### src/rtl/lsu_mem_initiator.sv
// ---------------------------------------------------------------------------
// lsu_mem_initiator
//   Load/store initiator between the execute stage and a byte-lane data
//   memory. Each accepted request becomes one word-aligned memory
//   transaction, or two when it straddles a word boundary. Each transaction
//   carries byte strobes and lane-shifted write data. Load data is gathered
//   into a 64-bit buffer, then shifted and sign- or zero-extended. A
//   watchdog aborts a load whose read data never arrives.
//
//   Build option: define LSU_MISALIGN_SPLIT_EN to split misaligned halfword
//   and word accesses into two word transactions. Without it, such accesses
//   complete immediately with a fault and do not touch memory.
//
// Ports:
//   i_clk, i_reset        clock (rising edge), asynchronous active-high reset
//   i_req_valid/o_req_ready, i_req_is_store, i_req_funct3, i_req_addr,
//   i_req_wdata           request from the pipeline (ready only in IDLE)
//   o_resp_valid, o_resp_rdata, o_resp_fault
//                         one-cycle completion pulse with load data / fault
//   o_mem_req, i_mem_gnt, o_mem_we, o_mem_addr, o_mem_wstrb, o_mem_wdata
//                         memory request channel (held until granted)
//   i_mem_rvalid, i_mem_rdata
//                         memory read return channel
// ---------------------------------------------------------------------------
module lsu_mem_initiator #(
  parameter int XLEN     = 32,
  parameter int MAX_WAIT = 255
) (
  input  logic            i_clk,
  input  logic            i_reset,
  input  logic            i_req_valid,
  output logic            o_req_ready,
  input  logic            i_req_is_store,
  input  logic [2:0]      i_req_funct3,
  input  logic [XLEN-1:0] i_req_addr,
  input  logic [XLEN-1:0] i_req_wdata,
  output logic            o_resp_valid,
  output logic [XLEN-1:0] o_resp_rdata,
  output logic            o_resp_fault,
  output logic            o_mem_req,
  input  logic            i_mem_gnt,
  output logic            o_mem_we,
  output logic [XLEN-1:0] o_mem_addr,
  output logic [3:0]      o_mem_wstrb,
  output logic [XLEN-1:0] o_mem_wdata,
  input  logic            i_mem_rvalid,
  input  logic [XLEN-1:0] i_mem_rdata
);

  localparam int CW = $clog2(MAX_WAIT + 1);

`ifdef LSU_MISALIGN_SPLIT_EN
  localparam logic SPLIT_EN = 1'b1;
`else
  localparam logic SPLIT_EN = 1'b0;
`endif

  typedef enum logic [2:0] {
    S_IDLE, S_REQ0, S_WAIT0, S_REQ1, S_WAIT1, S_RESP
  } state_t;

  state_t r_state, w_state_next;

  // Latched request fields
  logic            r_is_store;
  logic [2:0]      r_funct3;
  logic [XLEN-1:0] r_addr;
  logic [XLEN-1:0] r_wdata;
  logic [63:0]     r_buf;
  logic [CW-1:0]   r_wait_cnt;

  // Registered outputs
  logic            r_req_ready, r_resp_valid, r_resp_fault;
  logic [XLEN-1:0] r_resp_rdata;
  logic            r_mem_req, r_mem_we;
  logic [XLEN-1:0] r_mem_addr, r_mem_wdata;
  logic [3:0]      r_mem_wstrb;

  // In IDLE the decode must look at the incoming request (it is being
  // accepted this cycle); afterwards it looks at the latched copy.
  logic            w_idle;
  logic            w_is_store;
  logic [2:0]      w_funct3;
  logic [XLEN-1:0] w_addr, w_wdata;
  assign w_idle     = (r_state == S_IDLE);
  assign w_is_store = w_idle ? i_req_is_store : r_is_store;
  assign w_funct3   = w_idle ? i_req_funct3   : r_funct3;
  assign w_addr     = w_idle ? i_req_addr     : r_addr;
  assign w_wdata    = w_idle ? i_req_wdata    : r_wdata;

  logic [1:0]      w_off;
  logic [3:0]      w_base;
  logic [7:0]      w_s8;
  logic [63:0]     w_d64;
  logic            w_split, w_illegal, w_misalign_fault, w_timeout;
  logic [XLEN-1:0] w_word0, w_word1;

  assign w_off = w_addr[1:0];

  always_comb begin
    w_base = 4'b1111;
    case (w_funct3[1:0])
      2'b00:   w_base = 4'b0001;
      2'b01:   w_base = 4'b0011;
      default: w_base = 4'b1111;
    endcase
  end

  assign w_s8    = {4'b0000, w_base} << w_off;
  assign w_d64   = {32'h0, w_wdata} << {w_off, 3'b000};
  assign w_split = |w_s8[7:4];
  assign w_word0 = {w_addr[XLEN-1:2], 2'b00};
  assign w_word1 = w_word0 + 32'd4;  // wraps modulo 2^32

  assign w_illegal = (w_funct3 == 3'b011) || (w_funct3[2:1] == 2'b11) ||
                     (w_is_store && w_funct3[2]);
  assign w_misalign_fault = w_split && !SPLIT_EN;
  assign w_timeout = (r_wait_cnt == CW'(MAX_WAIT - 1));

  // Buffer value including the word arriving this cycle, so the response
  // data can be registered on the same edge that leaves the WAIT state.
  logic [63:0] w_buf_next;
  always_comb begin
    w_buf_next = r_buf;
    if (r_state == S_WAIT0 && i_mem_rvalid) w_buf_next[31:0]  = i_mem_rdata;
    if (r_state == S_WAIT1 && i_mem_rvalid) w_buf_next[63:32] = i_mem_rdata;
  end

  logic [31:0] w_load_word, w_load_data;
  assign w_load_word = 32'(w_buf_next >> {r_addr[1:0], 3'b000});

  always_comb begin
    w_load_data = 32'h0;
    case (r_funct3)
      3'b000:  w_load_data = {{24{w_load_word[7]}}, w_load_word[7:0]};
      3'b001:  w_load_data = {{16{w_load_word[15]}}, w_load_word[15:0]};
      3'b010:  w_load_data = w_load_word;
      3'b100:  w_load_data = {24'h0, w_load_word[7:0]};
      3'b101:  w_load_data = {16'h0, w_load_word[15:0]};
      default: w_load_data = 32'h0;
    endcase
  end

  // ---------------- FSM: state register ----------------
  always_ff @(posedge i_clk or posedge i_reset) begin
    if (i_reset) r_state <= S_IDLE;
    else         r_state <= w_state_next;
  end

  // ---------------- FSM: next state ----------------
  logic w_fault_next;
  always_comb begin
    w_state_next = r_state;
    w_fault_next = 1'b0;
    case (r_state)
      S_IDLE: begin
        if (i_req_valid) begin
          if (w_illegal || w_misalign_fault) begin
            w_state_next = S_RESP;
            w_fault_next = 1'b1;
          end else begin
            w_state_next = S_REQ0;
          end
        end
      end
      S_REQ0: begin
        if (i_mem_gnt) begin
          if (w_is_store) w_state_next = w_split ? S_REQ1 : S_RESP;
          else            w_state_next = S_WAIT0;
        end
      end
      S_WAIT0: begin
        if (i_mem_rvalid) begin
          w_state_next = w_split ? S_REQ1 : S_RESP;
        end else if (w_timeout) begin
          w_state_next = S_RESP;
          w_fault_next = 1'b1;
        end
      end
      S_REQ1: begin
        if (i_mem_gnt) w_state_next = w_is_store ? S_RESP : S_WAIT1;
      end
      S_WAIT1: begin
        if (i_mem_rvalid) begin
          w_state_next = S_RESP;
        end else if (w_timeout) begin
          w_state_next = S_RESP;
          w_fault_next = 1'b1;
        end
      end
      S_RESP:  w_state_next = S_IDLE;
      default: w_state_next = S_IDLE;
    endcase
  end

  // ---------------- FSM: outputs (next values, registered below) ----------------
  logic            w_req_ready_next, w_resp_valid_next, w_resp_fault_next;
  logic [XLEN-1:0] w_resp_rdata_next;
  logic            w_mem_req_next, w_mem_we_next;
  logic [XLEN-1:0] w_mem_addr_next, w_mem_wdata_next;
  logic [3:0]      w_mem_wstrb_next;

  always_comb begin
    w_req_ready_next  = (w_state_next == S_IDLE);
    w_resp_valid_next = (w_state_next == S_RESP);
    w_resp_fault_next = (w_state_next == S_RESP) && w_fault_next;
    w_resp_rdata_next = 32'h0;
    if (w_state_next == S_RESP && !w_fault_next && !w_is_store)
      w_resp_rdata_next = w_load_data;
    w_mem_req_next   = (w_state_next == S_REQ0) || (w_state_next == S_REQ1);
    w_mem_we_next    = w_mem_req_next && w_is_store;
    w_mem_addr_next  = r_mem_addr;
    w_mem_wstrb_next = 4'b0000;
    w_mem_wdata_next = 32'h0;
    if (w_state_next == S_REQ0) begin
      w_mem_addr_next = w_word0;
      if (w_is_store) begin
        w_mem_wstrb_next = w_s8[3:0];
        w_mem_wdata_next = w_d64[31:0];
      end
    end else if (w_state_next == S_REQ1) begin
      w_mem_addr_next = w_word1;
      if (w_is_store) begin
        w_mem_wstrb_next = w_s8[7:4];
        w_mem_wdata_next = w_d64[63:32];
      end
    end
  end

  always_ff @(posedge i_clk or posedge i_reset) begin
    if (i_reset) begin
      r_req_ready  <= 1'b1;
      r_resp_valid <= 1'b0;
      r_resp_fault <= 1'b0;
      r_resp_rdata <= '0;
      r_mem_req    <= 1'b0;
      r_mem_we     <= 1'b0;
      r_mem_addr   <= '0;
      r_mem_wstrb  <= 4'b0000;
      r_mem_wdata  <= '0;
    end else begin
      r_req_ready  <= w_req_ready_next;
      r_resp_valid <= w_resp_valid_next;
      r_resp_fault <= w_resp_fault_next;
      r_resp_rdata <= w_resp_rdata_next;
      r_mem_req    <= w_mem_req_next;
      r_mem_we     <= w_mem_we_next;
      r_mem_addr   <= w_mem_addr_next;
      r_mem_wstrb  <= w_mem_wstrb_next;
      r_mem_wdata  <= w_mem_wdata_next;
    end
  end

  // ---------------- Request latch, read buffer, watchdog ----------------
  always_ff @(posedge i_clk or posedge i_reset) begin
    if (i_reset) begin
      r_is_store <= 1'b0;
      r_funct3   <= 3'b000;
      r_addr     <= '0;
      r_wdata    <= '0;
      r_buf      <= '0;
      r_wait_cnt <= '0;
    end else begin
      if (w_idle && i_req_valid) begin
        r_is_store <= i_req_is_store;
        r_funct3   <= i_req_funct3;
        r_addr     <= i_req_addr;
        r_wdata    <= i_req_wdata;
      end
      r_buf <= w_buf_next;
      // Counter restarts on every state change, so it measures time spent
      // in the current WAIT state only.
      if (w_state_next != r_state)
        r_wait_cnt <= '0;
      else if (r_state == S_WAIT0 || r_state == S_WAIT1)
        r_wait_cnt <= r_wait_cnt + CW'(1);
    end
  end

  assign o_req_ready  = r_req_ready;
  assign o_resp_valid = r_resp_valid;
  assign o_resp_fault = r_resp_fault;
  assign o_resp_rdata = r_resp_rdata;
  assign o_mem_req    = r_mem_req;
  assign o_mem_we     = r_mem_we;
  assign o_mem_addr   = r_mem_addr;
  assign o_mem_wstrb  = r_mem_wstrb;
  assign o_mem_wdata  = r_mem_wdata;

endmodule

### config.mk
export PLATFORM = sky130hd
export DESIGN_NAME = lsu_mem_initiator
export DESIGN_NICKNAME = d
export VERILOG_FILES = /design/src/rtl/lsu_mem_initiator.sv
export SDC_FILE = /design/constraint.sdc
export NUM_CORES = 1
export LEC_CHECK = 0
export ABC_AREA = 0
export BUFFER_PORTS_ARGS = -buffer_cell sky130_fd_sc_hd__buf_4
export CAP_MARGIN = 20
export CORE_MARGIN = 10
export CORE_UTILIZATION = 50
export DETAILED_ROUTE_END_ITERATION = 12
export PLACE_DENSITY = 0.82
export SLEW_MARGIN = 20
export SYNTH_ARGS = -nofsm -noshare
export SYNTH_HDL_FRONTEND = slang
export SYNTH_SLANG_ARGS = --single-unit
### constraint.sdc
create_clock -name i_clk -period 9 [get_ports i_clk]
set_input_delay 1.8 -clock i_clk [delete_from_list [all_inputs] [get_ports i_clk]]
set_output_delay 1.8 -clock i_clk [all_outputs]
set_load 0.05 [all_outputs]
==> flow_summary.ini <==
[outcome]
status = complete, no violations

[critical_path]
reg2reg_from = r_state[0]$_DFF_PP0_
crit_slowest_cell = inv_1
endpoint_kind = flop
critical_path_arrival_ns = 5.09
crit_fanout = 34
critPathBufInv = 4
path_cells = buf_4 > nor4bb_4 > buf_4 > a31oi_1 > o21a_1 > inv_1 > nor3_1 > buf_4 > nand2_1 > o22ai_1
cp_top_family = buffers and inverters
start_kind = primary input
critical_path.max_stage_delay_ns = 0.84
worst-setup-path-type = in -> reg
startpoint = i_mem_rvalid
r2r_slack_ns = 4.37
critPathRequiredTime_ns = 9.38
path_common_cell = buf_4

[yosys]
yosys.area.top_type_share_pct = 48.0
netlist_area_um2 = 12400
yosys_warnings = 0
yosys.area.top_type = dfrtp_1
synth_top_cells_by_area = dfrtp_1 48%, mux2i_1 11%, mux2_2 9.5%
synth_cells = 1144
avgSynthCellArea_um2 = 10.8
synth-async-reset-ratio_pct = 100
yosysMostFrequentCell = dfrtp_1
synth_flop_cell = dfrtp_1
ys_ff_latch = 238
synth_edf_count = 0
ys_types = 66
seq_area_frac_synth_pct = 48.2
synth_common_cells = 237 x dfrtp_1, 132 x mux2i_1, 104 x mux2_2

[sta]
slew_violations = 0
tns_ns = 0
period_minus_slack_ns = 4.72
slew_headroom_pct = 31.2
worst_slew_pin_slew_ns = 1.03
min_period_over_period_pct = 52.4
fin_worst_skew_ns = 0.0190
setup_viol_count_final = 0
hold_violations = 0
rsz0062_at_grt = false
fmax_mhz = 212

[pwr]
powerDensity_nw_per_um2 = 404
power.total_w = 0.00603
leakage_nw = 7.06
peakVddDrop_mv = 0.237

[global_routing]
antenna_found_initial = 1
grt_max_degree = 123
grt_pass1_wl_um = 53200
grt_pass1_vias = 9722
grt_usage_pct = 20.8
grt-ovfl-total = 0

[clock_tree]
tritoncts = built
post_cts_buffers = 0
postCtsResizedCells = 0
cts_buffers = 26
clock_path_buffers = 3
clk_latency_ns = 0.53
cts_sinks = 238
clk_root_buffer_cell = clkbuf_16
cts-hold-fix-buffers = 0
htreeDepth = 1
clk_pin_slew_ns = 0.06

[routing]
avgViaCountPerCell = 5.78
drc = 0
drtIter0Drc = 898
routedWlPerCell_um = 20.5
dr.pass1.iters = 7
routed_wl_um = 33900
vias = 9552
antenna_left = 0

[die]
io_pins = 210
die_w_um = 177
die_area_um2 = 31400
design.core.area_um2 = 24300
die_y_um = 177
initial_core_util_pct = 50.8
fp-row-count = 57

[finish]
drive_gt1_share_pct = 30.4
area_growth_pct = 21.1
fin_nets = 1416

[job]
maxCapViolations = 0

[placed_design]
dp_hpwl_um = 23600
io_buffers = 207
gp_congestion = 0.878

[hold_path]
hp-start = r_buf[50]$_DFF_PP0_
min_path_type = reg -> reg
metal layers:
| metal | GRT usage, % | share of wire [%] | vias up |
|---|---|---|---|
| li1 | - | - | 4397 |
| met1 | 27.1 | 41 | 4728 |
| met2 | 33.1 | 47 | 360 |
| met3 | 4.74 | 7.8 | 67 |
| met4 | 8.13 | 3.5 | 0 |
| met5 | 0 | 0 | - |
per-stage QoR:
step           cell area (um^2)  utilization (%)  hold slack (ns)  std cells  setup WS (ns)
3_3_place_gp              14100             57.9            0.458       1604           3.86
5_1_grt                   15000             61.5            0.514       1652           3.90
2_1_floorplan             12400                -            0.442       1145          0.670
6_report                  15000             61.5            0.482       1652           4.28
4_1_cts                   15000             61.5            0.486       1651           4.35
3_5_place_dp              14100             57.9            0.472       1604           3.78
where the power goes:
group	total, W	internal (W)	switching [W]
clock	0.00107	0.000637	0.000432
combinational	0.00317	0.00120	0.00197
sequential	0.00179	0.00149	0.000301
worst reg2reg max path, cell delays in order, from the launching register on:
cell and delay [ns]:
dfrtp_1 0.66, or3_2 0.29, buf_4 0.63, o211ai_2 0.32, a2111oi_1 0.54, or4_2 0.20
buf_4 0.55, inv_1 0.52, a2111oi_2 0.50, xor2_1 0.18, o21ai_0 0.09
final timing paths:
kind,end,cells past startpoint
min in group asynchronous,r_buf[25]$_DFF_PP0_,2
max,o_mem_wdata[10]$_DFF_PP0_,10
min reg2reg,r_buf[50]$_DFF_PP0_,2
max in group asynchronous,o_mem_wstrb[0]$_DFF_PP0_,3
max reg2reg,o_mem_addr[26]$_DFFE_PP0P_,10
min,r_buf[50]$_DFF_PP0_,2
logic make-up (layout without fill, tap and decap cells):
logic type / count (synthesis) / in the layout / synth area share [%]
mux: 253 / 253 / 23.3
compound gates: 202 / 202 / 11.1
fa+ha+maj: 3 / 3 / 0.304
other cells: 1 / 3 / 0.0304
simple gates: 272 / 272 / 10.1
flops: 238 / 238 / 48.2
buf+inv: 144 / 326 / 4.79
xor+xnor: 31 / 31 / 2.20
final cells by class:
class,instances,area [um^2]
antenna,1,2.50
clock buffer,36,748
clock inverter,11,120
fill,1938,9370
inverter,58,225
multi-input combinational,763,5830
sequential,238,5960
tap,324,405
timing repair buffer,221,1660
cells in the final DEF (no fill, tap or decap), types with 26 or more instances in the layout:
cell type	count
inv_1	57
nand2_1	90
a21oi_1	38
mux2_2	104
nor2_1	95
o22ai_1	34
clkbuf_16	26
buf_4	221
o21ai_0	36
dfrtp_1	235
mux2i_1	131
sequential cells by signal (all words and copies together) (netlist names):
register	flops
o_mem_req	1
r_funct3	3
r_buf	56
o_resp_rdata	32
o_resp_valid	1
r_addr	32
o_mem_we	1
o_mem_wdata	32
r_wait_cnt	8
r_is_store	1
o_req_ready	1
r_wdata	32
r_state	3
o_mem_wstrb	4
o_mem_addr	30
o_resp_fault	1
Note: power is estimated with default switching activity, not from simulation.
